## src/rtl/irq_ctrl_pkg.sv

```systemverilog
// Shared constants for the interrupt controller: register map, FSM encoding,
// source count and the CLAIM valid-bit position.
package irq_ctrl_pkg;

    localparam int NUM_SRC         = 8;
    localparam int CLAIM_VALID_BIT = 31;

    localparam logic [1:0] ADDR_MASK  = 2'd0;
    localparam logic [1:0] ADDR_PEND  = 2'd1;
    localparam logic [1:0] ADDR_CLAIM = 2'd2;
    localparam logic [1:0] ADDR_EOI   = 2'd3;

    typedef enum logic [1:0] {
        ST_IDLE = 2'd0,
        ST_REQ  = 2'd1,
        ST_SVC  = 2'd2
    } state_t;

endpackage

```

## src/rtl/irq_prio_enc.sv

```systemverilog
// Fixed-priority encoder: reports the lowest-numbered active source and
// whether any source is active at all.
module irq_prio_enc
    import irq_ctrl_pkg::*;
(
    input  logic [NUM_SRC-1:0] act,
    output logic [2:0]         idx,
    output logic               any
);

    // Scanning from the top down lets the lowest index overwrite the others.
    always_comb begin
        idx = '0;
        any = |act;
        for (int i = NUM_SRC - 1; i >= 0; i--) begin
            if (act[i]) begin
                idx = 3'(i);
            end
        end
    end

endmodule

```

## src/rtl/irq_ctrl.sv

```systemverilog
// Eight-source, non-nesting interrupt controller with mask, edge-triggered
// pending bits and a claim/EOI handshake. Optional input synchroniser: IRQ_SYNC_EN.
module irq_ctrl
    import irq_ctrl_pkg::*;
(
    input  logic                clk,
    input  logic                reset,
    input  logic [NUM_SRC-1:0]  irq,
    input  logic                we,
    input  logic                re,
    input  logic [1:0]          addr,
    input  logic [31:0]         wd,
    output logic [31:0]         rd,
    output logic                int_out
);

    logic [NUM_SRC-1:0] irq_s;
    logic [NUM_SRC-1:0] irq_q;
    logic [NUM_SRC-1:0] mask;
    logic [NUM_SRC-1:0] pend;
    logic [NUM_SRC-1:0] act;
    logic [NUM_SRC-1:0] pend_set;
    logic [NUM_SRC-1:0] pend_clr;
    logic [2:0]         top;
    logic [2:0]         cur;
    logic               act_any;
    logic               claim_hit;
    logic               eoi_wr;
    logic               unused_wd;
    state_t             state;
    state_t             state_n;

`ifdef IRQ_SYNC_EN
    logic [NUM_SRC-1:0] sync1;
    logic [NUM_SRC-1:0] sync2;

    always_ff @(posedge clk or posedge reset) begin
        if (reset) begin
            sync1 <= '0;
            sync2 <= '0;
        end else begin
            sync1 <= irq;
            sync2 <= sync1;
        end
    end

    assign irq_s = sync2;
`else
    assign irq_s = irq;
`endif

    assign unused_wd = ^wd[31:NUM_SRC];
    assign act       = pend & mask;
    assign pend_set  = irq_s & ~irq_q;
    assign eoi_wr    = we && (addr == ADDR_EOI);
    // A claim only counts when something is actually active to hand out.
    assign claim_hit = re && (addr == ADDR_CLAIM) && (state == ST_REQ) && act_any;
    assign int_out   = (state == ST_REQ);

    irq_prio_enc u_prio_enc (
        .act (act),
        .idx (top),
        .any (act_any)
    );

    always_comb begin
        pend_clr = '0;
        if (we && (addr == ADDR_PEND)) begin
            pend_clr = wd[NUM_SRC-1:0];
        end
        if (claim_hit) begin
            pend_clr[top] = 1'b1;
        end
    end

    // New edges are OR-ed in after the clear so a same-cycle set wins.
    always_ff @(posedge clk or posedge reset) begin
        if (reset) begin
            irq_q <= '0;
            pend  <= '0;
            mask  <= '0;
            cur   <= '0;
            state <= ST_IDLE;
        end else begin
            irq_q <= irq_s;
            pend  <= (pend & ~pend_clr) | pend_set;
            if (we && (addr == ADDR_MASK)) begin
                mask <= wd[NUM_SRC-1:0];
            end
            if (claim_hit) begin
                cur <= top;
            end
            state <= state_n;
        end
    end

    always_comb begin
        state_n = state;
        case (state)
            ST_IDLE: if (act_any) state_n = ST_REQ;
            ST_REQ: begin
                if (claim_hit) begin
                    state_n = ST_SVC;
                end else if (!act_any) begin
                    state_n = ST_IDLE;
                end
            end
            ST_SVC:  if (eoi_wr) state_n = ST_IDLE;
            default: state_n = ST_IDLE;
        endcase
    end

    always_comb begin
        rd = '0;
        case (addr)
            ADDR_MASK: rd[NUM_SRC-1:0] = mask;
            ADDR_PEND: rd[NUM_SRC-1:0] = pend;
            ADDR_CLAIM: begin
                if ((state == ST_REQ) && act_any) begin
                    rd[CLAIM_VALID_BIT] = 1'b1;
                    rd[2:0]             = top;
                end else begin
                    rd[2:0] = cur;
                end
            end
            default: rd = '0;
        endcase
    end

endmodule

```

## config.mk

```make
export PLATFORM = sky130hd
export DESIGN_NAME = irq_ctrl
export DESIGN_NICKNAME = d
export VERILOG_FILES = /design/src/rtl/irq_ctrl_pkg.sv /design/src/rtl/irq_prio_enc.sv /design/src/rtl/irq_ctrl.sv
export SDC_FILE = /design/constraint.sdc
export NUM_CORES = 1
export LEC_CHECK = 0
export BUFFER_PORTS_ARGS = -buffer_cell sky130_fd_sc_hd__buf_4
export CELL_PAD_IN_SITES_DETAIL_PLACEMENT = 0
export CELL_PAD_IN_SITES_GLOBAL_PLACEMENT = 1
export CORE_UTILIZATION = 30
export DETAILED_ROUTE_END_ITERATION = 10
export GPL_TIMING_DRIVEN = 0
export PLACE_DENSITY = 0.84
export SLEW_MARGIN = 0
export SYNTH_ARGS = -nofsm -noshare
export SYNTH_HDL_FRONTEND = slang
export SYNTH_SLANG_ARGS = --single-unit
```

## constraint.sdc

```tcl
create_clock -name clk -period 1.4 [get_ports clk]
set_input_delay 0.14 -clock clk [delete_from_list [all_inputs] [get_ports clk]]
set_output_delay 0.14 -clock clk [all_outputs]
set_load 0.01 [all_outputs]
```

; ---- Yosys cells after proc, flatten, opt, wreduce, memory -nomap -nowiden
; Cells that the tools add are included.
[classes]
magnitude_cmp = 2
eq_ne = 8
muxes = 22
bitwise = 7
n_reduce_logical = 12
[op_table]
columns = op, count
row1 = $mux 3, 9
row2 = $and 8x8->8, 3
row3 = $mux 8, 2
row4 = $not 8->8, 2
row5 = $or 8x8->8, 2
row6 = $pmux 5 s2, 1
row7 = $pmux 3 s3, 1
row8 = $logic_and 1x1->1, 8
row9 = $mux 2, 4
row10 = $reduce_or 8->1, 1
row11 = $eq 2x2->1 const B, 3
row12 = $pmux 2 s3, 1
row13 = $eq 2x1->1 const B, 2
row14 = $logic_not 2->1, 2
row15 = $lt 3x4->1 const B, 1
row16 = $ne 2x2->1 const B, 2
row17 = $demux 1 s3, 1
row18 = $ge 3x1->1 const B, 1
row19 = $mux 1, 3
row20 = $ne 3x2->1 const B, 1
row21 = $reduce_and 3->1, 1
[word_totals]
reg_bits = 29
output_inout_bits = 33

; ---- Depth between registers and ports, before layout
; Gate-level depths: netlist (run 1).
[depth]
ltp_word = 18
ltp_mapped = 6

; ---- Hierarchy
; From an unflattened synthesis (run 1), not the netlist that was laid out.
[hier_totals]
cells_unflattened = 168
area_unflattened_um2 = 1704.1
[by_module_without_submodules]
columns = module, instances, cells_each, area_per_inst_um2
row1 = irq_ctrl, 1, 155, 1622.8
row2 = irq_prio_enc, 1, 13, 81.3

; ---- Least setup slack after synthesis (run 1)
; OpenSTA, ideal clock, no wires.
[synth_timing]
path_type = reg-to-output
from = register pend[2]
to = output port rd[0]
t_arrival_ps = 1356
t_required_ps = 1260
setup_slack_ps = -96
stages_incl_launch_ff = 5
n_path_buf = 0
path_cell_list = dfrtp_1 > a22oi_1 > a21boi_0 > a21oi_1 > o31ai_1
[synth_between]
elab_chain_cells = 6
word_cells_on_any_way = 8
cone_classes = mux (5) / bitwise (1) / reduce/logical (2)
[synth_lines]
columns = element, line_no
row1 = "start, declared", irq_ctrl.sv:20  ; logic [NUM_SRC-1:0] pend;
row2 = "start signal, assigned", irq_ctrl.sv:86  ; pend <= (pend & ~pend_clr) | pend_set;
row3 = $and 8x8->8 *, irq_ctrl.sv:53  ; assign act = pend & mask;
row4 = $mux 3 (3 in a row), irq_prio_enc.sv:16  ; if (act[i]) begin
row5 = $mux 3 *, irq_ctrl.sv:119  ; if ((state == ST_REQ) && act_any) begin
row6 = $pmux 3 s3 *, irq_ctrl.sv:115  ; case (addr)
row7 = "end, declared", irq_ctrl.sv:13  ; output logic [31:0] rd,
; Every way passes the cells marked *; elsewhere a longest branch is shown, timed or not.

; ---- Worst setup path after layout (run 1)
[layout_timing]
from = register pend[6]
to = output port rd[0]
[layout_between]
elab_chain_cells = 10
word_cells_on_any_way = 12
cone_classes = mux (9) / bitwise (1) / reduce/logical (2)
[layout_lines]
columns = element, line_no
row1 = $and 8x8->8 *, irq_ctrl.sv:53
row2 = $mux 3 (7 in a row), irq_prio_enc.sv:16
row3 = $mux 3 *, irq_ctrl.sv:119
row4 = $pmux 3 s3 *, irq_ctrl.sv:115
; Marked as above.

==> results of run 1 <==
layer usage:
metal	GRT usage, %	up-vias
li1	-	745
met1	18.5	726
met2	27.2	48
met3	5.24	7
met4	6.15	0
met5	0	-
how the worst max path moves through the flow:
stage              from     to  slack [ns]  cells past startpoint
2_1_floorplan  state[1]  rd[0]        0.01                      5
3_3_place_gp    pend[2]  rd[0]       -0.24                      5
3_5_place_dp    pend[6]  rd[0]       -0.24                      6
4_1_cts         mask[4]  rd[0]       -0.37                      6
5_1_grt         pend[6]  rd[1]       -0.49                      6
6_report        pend[6]  rd[0]       -0.39                      6
area by class of cell:
type	instances	area, sq um
clock buffer	8	80.1
tap	70	87.6
fill	506	2650
timing repair buffer	66	542
multi-input combinational	128	920
sequential	29	728
inverter	5	18.8
buffer	29	215
cell families after synthesis:
| kind of cell | share of synthesized area [%] |
|---|---|
| AND/OR/NAND/NOR | 15.0 |
| AO/OA/AOI/OAI | 17.6 |
| buffers and inverters | 13.8 |
| multiplexers | 10.2 |
| other | 0.223 |
| flip-flops | 43.2 |
power groups by stage:
| stage | combinational (mW) | sequential, mW | clock, mW |
|---|---|---|---|
| after floorplan | 0.540 | 1.07 | 0 |
| after global placement | 0.749 | 1.11 | 0 |
| after detailed placement | 0.764 | 1.12 | 0 |
| after CTS | 1.02 | 1.10 | 0.671 |
| after global routing | 1.25 | 1.13 | 0.714 |
| final | 1.15 | 1.11 | 0.666 |
synthesized netlist by cell type:
library cell   n  area (sq um)
a21boi_0       4          30.0
a21boi_2       1          11.3
a21o_1         2          15.0
a21oi_1       14          70.1
a221o_1        1          10.0
a22o_2         1          10.0
a22oi_1        5          37.5
a311oi_1       2          17.5
a32o_1         4          40.0
a32o_2         1          11.3
and2_1         2          12.5
and3b_1        2          17.5
and4_1         1          8.76
and4bb_2       1          12.5
buf_2          2          10.0
buf_4         26           195
clkbuf_1       2          7.51
conb_1         1          3.75
dfrtp_1       29           726
inv_1          5          18.8
mux2_2         9           101
mux2i_1        7          70.1
nand2_1       14          52.6
nand2b_1       2          12.5
nand3_1        1          5.00
nand3b_1       1          7.51
nand4_1        2          12.5
nor2_1         8          30.0
nor2b_1        7          43.8
nor3_1         5          25.0
nor3b_2        1          12.5
o21ai_0        4          20.0
o2bb2ai_1      1          8.76
o31ai_1        2          15.0
stage by stage:
| stage | setup slack, ns | power [mW] | std cells |
|---|---|---|---|
| floorplan | 0.0138 | 1.61 | 192 |
| global placement | -0.239 | 1.86 | 292 |
| detailed placement | -0.242 | 1.88 | 292 |
| CTS | -0.370 | 2.79 | 328 |
| global route | -0.488 | 3.09 | 335 |
| finish | -0.395 | 2.93 | 335 |
worst max-delay path, stage by stage, from the launching register on:
cell and delay (ns):
dfrtp_1 0.39, a22oi_2 0.28, and4_1 0.25, buf_6 0.12, a311oi_2 0.09, o31ai_2 0.08, buf_4 0.16
flip-flops by register name, indices dropped and copies added (netlist names):
register,flops
cur,3
irq_q,8
state,2
pend,8
mask,8
what timing repair did:
action,4_1_cts,5_1_grt
endpoints found under the setup margin,13,19
gates resized for setup,21,18
hold endpoints to repair,8,0
pin swaps,17,14
buffers inserted,20,8
hold buffers,8,0
==> impl_results.md, run 1 <==
* Commonest non-fill, non-tap cells in the layout: buf_4 (76), dfrtp_1 (27), conb_1 (23)
* Share of the core filled with cells at 49.5%
* Slew Limit Fails at 0
* Most common cell after layout, fill and taps aside: buf_4
* Final RePlAce weighted congestion at 0.771
* Row count at 26
* FMAX at 557 MHz
* Root buffer cell: clkbuf_8
* PwrDens at 1130 mW/mm^2
* CTS tree: done
* Crit end category: primary output
* Fin Hold WS at 0.0978 ns
* Fin crit share at 128%
* Share of layout cells above drive strength 1 at 47.9%
* TNS Setup at -2.49 ns
* Post-synthesis cell type count at 34
* Crit Reg-Reg Endpoint: pend[4]
* Final WS setup at -0.395 ns
* Die height at 76.9 um
* Arrival @ worst endpoint at 1.65 ns
* Final min period at 1.79 ns
* Top Layer Used: met4
* Routed WL at 4510 um
* Proportion of power drawn by combinational gates at 39.3%
* Post-Syn Area at 0.00168 sq mm
* Port buffer count at 30
* Sw Pwr at 0.968 mW
* Max Cap Violations at 0
* Clock Sinks at 29
* Diodes inserted at 0
* Htree depth at 2
* Min-delay src: wd[4]
* CP startpoint kind: register
* Chip Width at 76.9 um
* Critical Path RT at 1.26 ns
* Vias per inst at 4.56
* Initial core utilization at 32.1%
* Total GRT Usage at 16.0%
* Vias in the first global route at 1552
* DP HPWL at 2860 um
* # setup viols final at 13
* DRT Pass-1 Iters at 4
* Sequential fraction of the synthesis area at 43.2%
* Ports at 79
* Core box area at 0.00524 sq mm
* Initial antenna violation count at 0
* Min-Delay Path Class: in2reg
* Area added between synthesis and finish at 54.1%
* R2R depth at 5
* Synth warn at 0
* Sequential share of power at 38.0%
* M1 WL at 1920 um
* Final hold violations at 0
* Avg Cell Area, Syn at 9.89 sq um
* Leakage at 1.23 nW
* Kind of critical path: reg2out
* Die area at 0.00591 sq mm
* Violated checks: negative setup slack
* Placed cell areas at 0.00209 sq mm
* Clock transition at the registers of the reported paths at 0.06 ns
* ANT nets after route at 0
* Worst skew pair latency at 0.28 ns
* Yosys reg bits at 29
* Worst-path fanout max at 4
* Met3 Wirelength at 297 um
* Slew margin rel. at 26.3%
* Clock share of power at 22.7%
* DRT iter0 DRCs at 88
* Finished Cell Area at 0.00259 sq mm
* Vias post-DR at 1526
* Final net count at 310
* R2r setup slk at -0.16 ns
* Internal power at 1.96 mW
* Met2 WL at 2220 um
* Hold depth at 2
* Largest net degree at the start of global routing at 30
* Synth Instances at 170
* CTS Buffer Depth at 2
* GR Overflow Total at 0
* Hold EP: mask[4]
* Worst-Margin Slew at 1.10 ns
* WL/cell at 13.4 um
* Switching part of the total at 33.1%
* First-pass GRT wire length at 7270 um
* Outcome: finished, violations left
* Worst VDD drop at 0.655 mV
* CTS Buf Count at 5
* Critical R2R Launch: state[1]
* Clock Skews at 0.00311 ns
* RSZ-0062 raised after global routing: true
* Remaining DRCs at 0
No activity file was read; power rests on OpenSTA's default activity.
==> run 2, diff against run 1 <==
--- a/config.mk
+++ b/config.mk
@@ -8,6 +8,7 @@
 export BUFFER_PORTS_ARGS = -buffer_cell sky130_fd_sc_hd__buf_4
 export CELL_PAD_IN_SITES_DETAIL_PLACEMENT = 0
 export CELL_PAD_IN_SITES_GLOBAL_PLACEMENT = 1
+export CORE_MARGIN = 3
 export CORE_UTILIZATION = 30
 export DETAILED_ROUTE_END_ITERATION = 10
 export GPL_TIMING_DRIVEN = 0
==> run 2 against run 1 <==
Against the previous run:
- critical path type unchanged
- setup slack worse by 0.0012 ns
- sequential cell count unchanged
- clock-buffer cell count down 1
- hold slack better by 0.0043 ns
- via count down 0.85%
- register-to-register slack worse by 0.02 ns
- the flow still finishes with violations (negative setup slack)
- total power down 0.85%
- clock skew up 0.0017 ns
- clock power up 2%
- die area up 11%
==> impl_results.md, run 2 (synthesis results as in run 1) <==
* DRT iter0 DRCs at 92 (+4.5%)
* DP HPWL at 2840 um (-0.49%)
* CP max stage cell: dfrtp_1
* Min-delay src: wd[6]
* Slew margin rel. at 24.6% (-1.7 points)
* First-pass GRT wire length at 7030 um (-3.3%)
* Crit end category: primary output
* Core box area at 0.00527 sq mm (+0.62%)
* CTS tree: done
* Max Cap Violations at 0 (unchanged)
* Crit Reg-Reg Endpoint: pend[5]
* Final RePlAce weighted congestion at 0.774 (+0.34%)
* Critical Path Start: pend[6]
* WL/cell at 13.6 um (+1.2%)
* Fin Hold WS at 0.102 ns (+0.00427 ns)
* CTS Buffer Depth at 2 (unchanged)
* ANT nets after route at 0 (unchanged)
* RSZ-0062 raised after global routing: true
* Min-Delay Path Class: in2reg
* CP startpoint kind: register
* Critical R2R Launch: pend[2]
* # setup viols final at 13 (unchanged)
* Crit path buf inv count at 2 (unchanged)
* Vias post-DR at 1513 (-0.85%)
* Critical Path RT at 1.26 ns (about the same)
* Share of layout cells above drive strength 1 at 50.6% (+2.7 points)
* GR Overflow Total at 0 (unchanged)
* Worst-Margin Slew at 1.13 ns (+0.0262 ns)
* Multi-input logic area at 930 sq um (+1.1%)
* Fill count at 522 (+3.2%)
* Die height at 80.9 um (+5.2%)
* Worst skew pair latency at 0.28 ns (about the same)
* Vias per inst at 4.57 (+0.35%)
* Final hold violations at 0 (unchanged)
* Htree depth at 2 (unchanged)
* Most used cell, CP: buf_4
* Outcome: finished, violations left
* Clock Skews at 0.00477 ns (+0.00166 ns)
* Worst path max stage delay at 0.40 ns (about the same)
* Largest net degree at the start of global routing at 30 (unchanged)
* Total GRT Usage at 14.0% (-2.0 points)
* R2r setup slk at -0.18 ns (-0.02 ns)
* Clock Sinks at 29 (unchanged)
* Vias in the first global route at 1430 (-7.9%)
* Root buffer cell: clkbuf_8
* Kind of critical path: reg2out
* Chip Width at 80.9 um (+5.2%)
* Violated checks: negative setup slack
* CP delay by family, top: compound AO/OA/AOI/OAI gates
* Register Area at 729 sq um (+0.17%)
* Arrival @ worst endpoint at 1.66 ns (about the same)
* Initial antenna violation count at 0 (unchanged)
* Final min period at 1.80 ns (+0.00116 ns)
* Slew Limit Fails at 0 (unchanged)
* Final net count at 307 (-0.97%)
* Worst Setup EP: rd[1]
* PwrDens at 1130 mW/mm^2 (-0.37%)
* Fin crit share at 128% (about the same)
* FMAX at 557 MHz (about the same)
* Biggest regs: irq_q x8, mask x8, pend x8
* R2R depth at 7 (+2)
* Routed WL at 4500 um (about the same)
* DRT Pass-1 Iters at 4 (unchanged)
* Worst-path fanout max at 4 (unchanged)
* Row count at 26 (unchanged)
* Initial core utilization at 31.9% (-0.20 points)
* Critical Path Stages at 6 (unchanged)
* Ports at 79 (unchanged)
* Final WS setup at -0.396 ns (-0.00116 ns)
* Commonest non-fill, non-tap cells in the layout: buf_4 (75), dfrtp_1 (26), conb_1 (23)
* Remaining DRCs at 0 (unchanged)
* Area added between synthesis and finish at 53.3%
* Port buffer count at 30 (unchanged)
* Total Power at 2.90 mW (-0.85%)
* Most common cell after layout, fill and taps aside: buf_4
* Die area at 0.00654 sq mm (+11%)
* CTS Buf Count at 5 (unchanged)
* Diodes inserted at 0 (unchanged)
* Leakage at 1.21 nW (-1.3%)
* Critical Path, Cell by Cell: a22oi_2, buf_4, nand2_2, a311oi_2, nor2_1, buf_4
* Worst VDD drop at 0.517 mV (-21%)
* Clock transition at the registers of the reported paths at 0.06 ns (about the same)
==> run 2: changes by cell type in the layout (fill, tap and decap cells not counted), moves of 2 or more <==
cell	change
buf_6	-2
nor3_2	+2
a21boi_2	+2
a21oi_2	+2
a21oi_1	-2
nor3_1	-2
a21boi_1	-2
clkbuf_1	-2
==> run 2: layout make-up <==
class / count / area share, %
plain buffers: 28 / 7.91
repair buffers: 64 / 20.3
multi-input cells: 128 / 36.1
clock buffers: 7 / 3.35
inverters: 5 / 0.728
flip-flops and latches: 29 / 28.3
well taps: 70 / 3.40
==> run 2: where the power goes <==
| group | total [mW] | switching [mW] | internal [mW] | leakage [nW] |
|---|---|---|---|---|
| clock | 0.682 | 0.293 | 0.389 | 0.0443 |
| combinational | 1.11 | 0.511 | 0.603 | 0.844 |
| sequential | 1.11 | 0.130 | 0.976 | 0.323 |
| total | 2.90 | 0.934 | 1.97 | 1.21 |
==> run 2: per-stage QoR <==
| stage | cells | setup WS, ns | instance area, sq um | setup TNS, ns | utilization (%) |
|---|---|---|---|---|---|
| 2_1_floorplan | 192 | 0.0138 | 1780 | 0 | - |
| 3_3_place_gp | 292 | -0.214 | 2090 | -1.41 | 39.7 |
| 3_5_place_dp | 292 | -0.223 | 2090 | -1.62 | 39.7 |
| 4_1_cts | 327 | -0.354 | 2480 | -2.16 | 47.0 |
| 5_1_grt | 331 | -0.487 | 2580 | -3.30 | 48.9 |
| 6_report | 331 | -0.396 | 2580 | -2.31 | 48.9 |
==> run 2: worst min path at each step <==
stage	end	cells past startpoint
after floorplan	irq_q[0]	0
after global placement	irq_q[3]	1
after detailed placement	irq_q[3]	1
after CTS	mask[6]	2
after global routing	mask[6]	2
final	mask[6]	2
==> run 2: what timing repair did <==
action	in CTS	in global routing
gates cloned	0	0
endpoints found under the hold margin	8	0
endpoints found under the setup margin	13	17
resized for setup	22	22
buffers inserted	20	8
pin swaps	18	20
hold buffers	8	0
==> run 2: routing by layer <==
layer  GRT usage (%)  part of all wire [%]  vias up
met3            3.77                   6.1        6
met5               0                     0        -
li1                -                     -      740
met4            4.05                   1.0        0
met2            22.7                    50       51
met1            18.4                    43      716
==> run 3, diff against run 2 <==
--- a/config.mk
+++ b/config.mk
@@ -9,10 +9,10 @@
 export CELL_PAD_IN_SITES_DETAIL_PLACEMENT = 0
 export CELL_PAD_IN_SITES_GLOBAL_PLACEMENT = 1
 export CORE_MARGIN = 3
-export CORE_UTILIZATION = 30
+export CORE_UTILIZATION = 34
 export DETAILED_ROUTE_END_ITERATION = 10
 export GPL_TIMING_DRIVEN = 0
-export PLACE_DENSITY = 0.84
+export PLACE_DENSITY = 0.89
 export SLEW_MARGIN = 0
 export SYNTH_ARGS = -nofsm -noshare
 export SYNTH_HDL_FRONTEND = slang
==> constraint.sdc (replaced) <==
create_clock -name clk -period 1.9 [get_ports clk]
set_input_delay 0.19 -clock clk [delete_from_list [all_inputs] [get_ports clk]]
set_output_delay 0.19 -clock clk [all_outputs]
set_load 0.01 [all_outputs]
==> run 3 against run 2 <==
Against the previous run:
- the flow now finishes without violations
- clock power is 18% lower
- wire length down 13%
- clock skew is essentially flat
- via count decreased by 7.3%
- highest routed layer unchanged
==> impl_results.md, run 3 (synthesis results as in run 1) <==
* CTS Buffer Depth at 2 (unchanged)
* Worst path max stage delay at 0.43 ns (+0.03 ns)
* Row count at 24 (-7.7%)
* Met1 Use GR at 16.6% (-1.7 points)
* Final net count at 286 (-6.8%)
* Crit Reg-Reg Endpoint: pend[2]
* Worst VDD drop at 0.530 mV (+2.5%)
* Initial antenna violation count at 0 (unchanged)
* Vias per inst at 4.58 (+0.23%)
* Critical Path, Cell by Cell: a22oi_2, and4_1, buf_6, a311oi_2, o31ai_2, buf_4
* Clock share of power at 27.3% (+3.8 points)
* Vias in the first global route at 1363 (-4.7%)
* Placed cell areas at 0.00207 sq mm (-1.1%)
* Sw Pwr at 0.643 mW (-31%)
* Routed WL at 3910 um (-13%)
* Hold depth at 1 (-1)
* Crit path buf inv count at 2 (unchanged)
* Min-delay src: irq[2]
* Biggest regs: irq_q x8, mask x8, pend x8
* # setup viols final at 0 (-13)
* Sequential share of power at 40.2% (+2.1 points)
* WL/cell at 12.8 um (-6.0%)
* Die height at 76.3 um (-5.6%)
* Slew Limit Fails at 0 (unchanged)
* Total GRT Usage at 13.8% (-0.23 points)
* Hold EP: irq_q[2]
* Leakage at 1.11 nW (-8.7%)
* Crit end category: primary output
* Final min period at 1.88 ns
* Global routing's busiest layer: met2
* DRT iter0 DRCs at 81 (-12%)
* CP startpoint kind: register
* R2r setup slk at 0.43 ns (+0.61 ns)
* Finished Cell Area at 0.00233 sq mm (-9.7%)
* Final WS setup at 0.0191 ns (+0.415 ns)
* R2R depth at 4 (-3)
* Global Route met3 Usage at 4.26% (+0.49 points)
* Place WS at 0.101 ns (+0.325 ns)
* Max Cap Violations at 0 (unchanged)
* Worst skew pair latency at 0.28 ns (about the same)
* Root buffer cell: clkbuf_8
* Largest net degree at the start of global routing at 30 (unchanged)
* Remaining DRCs at 0 (unchanged)
* ANT nets after route at 0 (unchanged)
* First-pass GRT wire length at 6280 um (-11%)
* Min-Delay Path Class: in2reg
* Clock transition at the registers of the reported paths at 0.06 ns (about the same)
* Htree depth at 2 (unchanged)
* Clock Skews at 0.00471 ns (-0.0000651 ns)
* Critical Path RT at 1.71 ns (+0.45 ns)
* Kind of critical path: reg2out
* Final RePlAce weighted congestion at 0.781 (+0.94%)
* Internal power at 1.40 mW (-29%)
* TNS Setup at 0 ns (+2.31 ns)
* Diodes inserted at 0 (unchanged)
* Most common cell after layout, fill and taps aside: buf_4
* Outcome: complete, no violations
* Core box area at 0.00456 sq mm (-13%)
* Die area at 0.00583 sq mm (-11%)
* CTS Buf Count at 5 (unchanged)
* Met2 GRT Util at 22.6% (-0.077 points)
* GR Overflow Total at 0 (unchanged)
* Area added between synthesis and finish at 38.5%
* RSZ-0062 raised after global routing: true
* Fin crit share at 99.0%
* Slew margin rel. at 28.6% (+4.0 points)
* CP max stage cell: dfrtp_1
* Arrival @ worst endpoint at 1.69 ns (+0.03 ns)
* Switching part of the total at 31.4% (-0.77 points)
* Share of layout cells above drive strength 1 at 44.0% (-6.6 points)
* CTS tree: done
* PwrDens at 879 mW/mm^2 (-22%)
* DP HPWL at 2840 um (about the same)
* CP delay by family, top: compound AO/OA/AOI/OAI gates
* FMAX at 532 MHz
* Ports at 79 (unchanged)
* Worst-path fanout max at 5 (+1)
* Proportion of power drawn by combinational gates at 32.5% (-5.9 points)
* Final hold violations at 0 (unchanged)
* DRT Pass-1 Iters at 4 (unchanged)
* Port buffer count at 30 (unchanged)
* Worst-Margin Slew at 1.07 ns (-0.0599 ns)
* Initial core utilization at 36.8% (+4.9 points)
* Vias post-DR at 1402 (-7.3%)
* Critical R2R Launch: mask[1]
* Chip Width at 76.3 um (-5.6%)
* Commonest non-fill, non-tap cells in the layout: buf_4 (68), dfrtp_1 (24), conb_1 (23)
* Clock Sinks at 29 (unchanged)
==> run 3: cell types whose count changed in the layout (fill, tap and decap cells not counted), moves of 4 or more <==
cell,previous run,this run
dlygate4sd3_1,8,0
buf_4,75,68
buf_6,6,1
a21oi_1,9,13
a21oi_2,4,0
nor3_1,1,5
nor3_2,4,0
==> run 3: metrics by stage <==
stage / utilization [%] / cells / power [mW] / hold slack (ns)
5_1_grt: 51.0 / 306 / 2.17 / 0.00815
2_1_floorplan: - / 192 / 1.18 / 0.221
6_report: 51.0 / 306 / 2.05 / 0.0194
3_5_place_dp: 45.4 / 287 / 1.36 / 0.309
3_3_place_gp: 45.4 / 287 / 1.35 / 0.307
4_1_cts: 48.6 / 296 / 1.97 / 0.00945
==> run 3: cell type report <==
cell class	instances	area (sq um)
multi-input cells	128	866
plain buffers	30	223
well taps	65	81.3
inverters	5	18.8
repair buffers	41	308
clock inverters	1	5.00
clock buffers	7	96.3
flip-flops and latches	29	732
fillers	448	2230
==> run 3: timing repair <==
action / CTS / global route
resized for setup: 12 / 13
gates cloned: 0 / 0
buffers inserted: 1 / 10
hold buffers: 0 / 0
pin swaps: 5 / 5
endpoints found under the setup margin: 4 / 3
==> run 3: worst max path at each step <==
stage          endpoint  cells after the start     start  slack, ns
6_report          rd[0]                      6   pend[1]       0.02
5_1_grt           rd[0]                      6  state[1]      -0.06
4_1_cts           rd[0]                      5   pend[2]    0.00006
3_5_place_dp      rd[0]                      6   pend[4]       0.10
3_3_place_gp      rd[0]                      6   pend[4]       0.12
2_1_floorplan     rd[0]                      4   pend[2]       0.35
==> run 3: power by group through the flow <==
stage	Clock, mW	Combinational [mW]	Sequential, mW
6_report	0.560	0.665	0.822
5_1_grt	0.600	0.732	0.838
4_1_cts	0.572	0.579	0.816
3_5_place_dp	0	0.547	0.813
3_3_place_gp	0	0.539	0.808
2_1_floorplan	0	0.388	0.787
==> run 3: layer usage <==
layer / share of wire, % / vias up / wire, um
met5: 0 / - / 0
met4: 1.6 / 0 / 61
met1: 42 / 657 / 1650
met2: 50 / 41 / 1940
met3: 6.5 / 7 / 255
li1: - / 697 / -
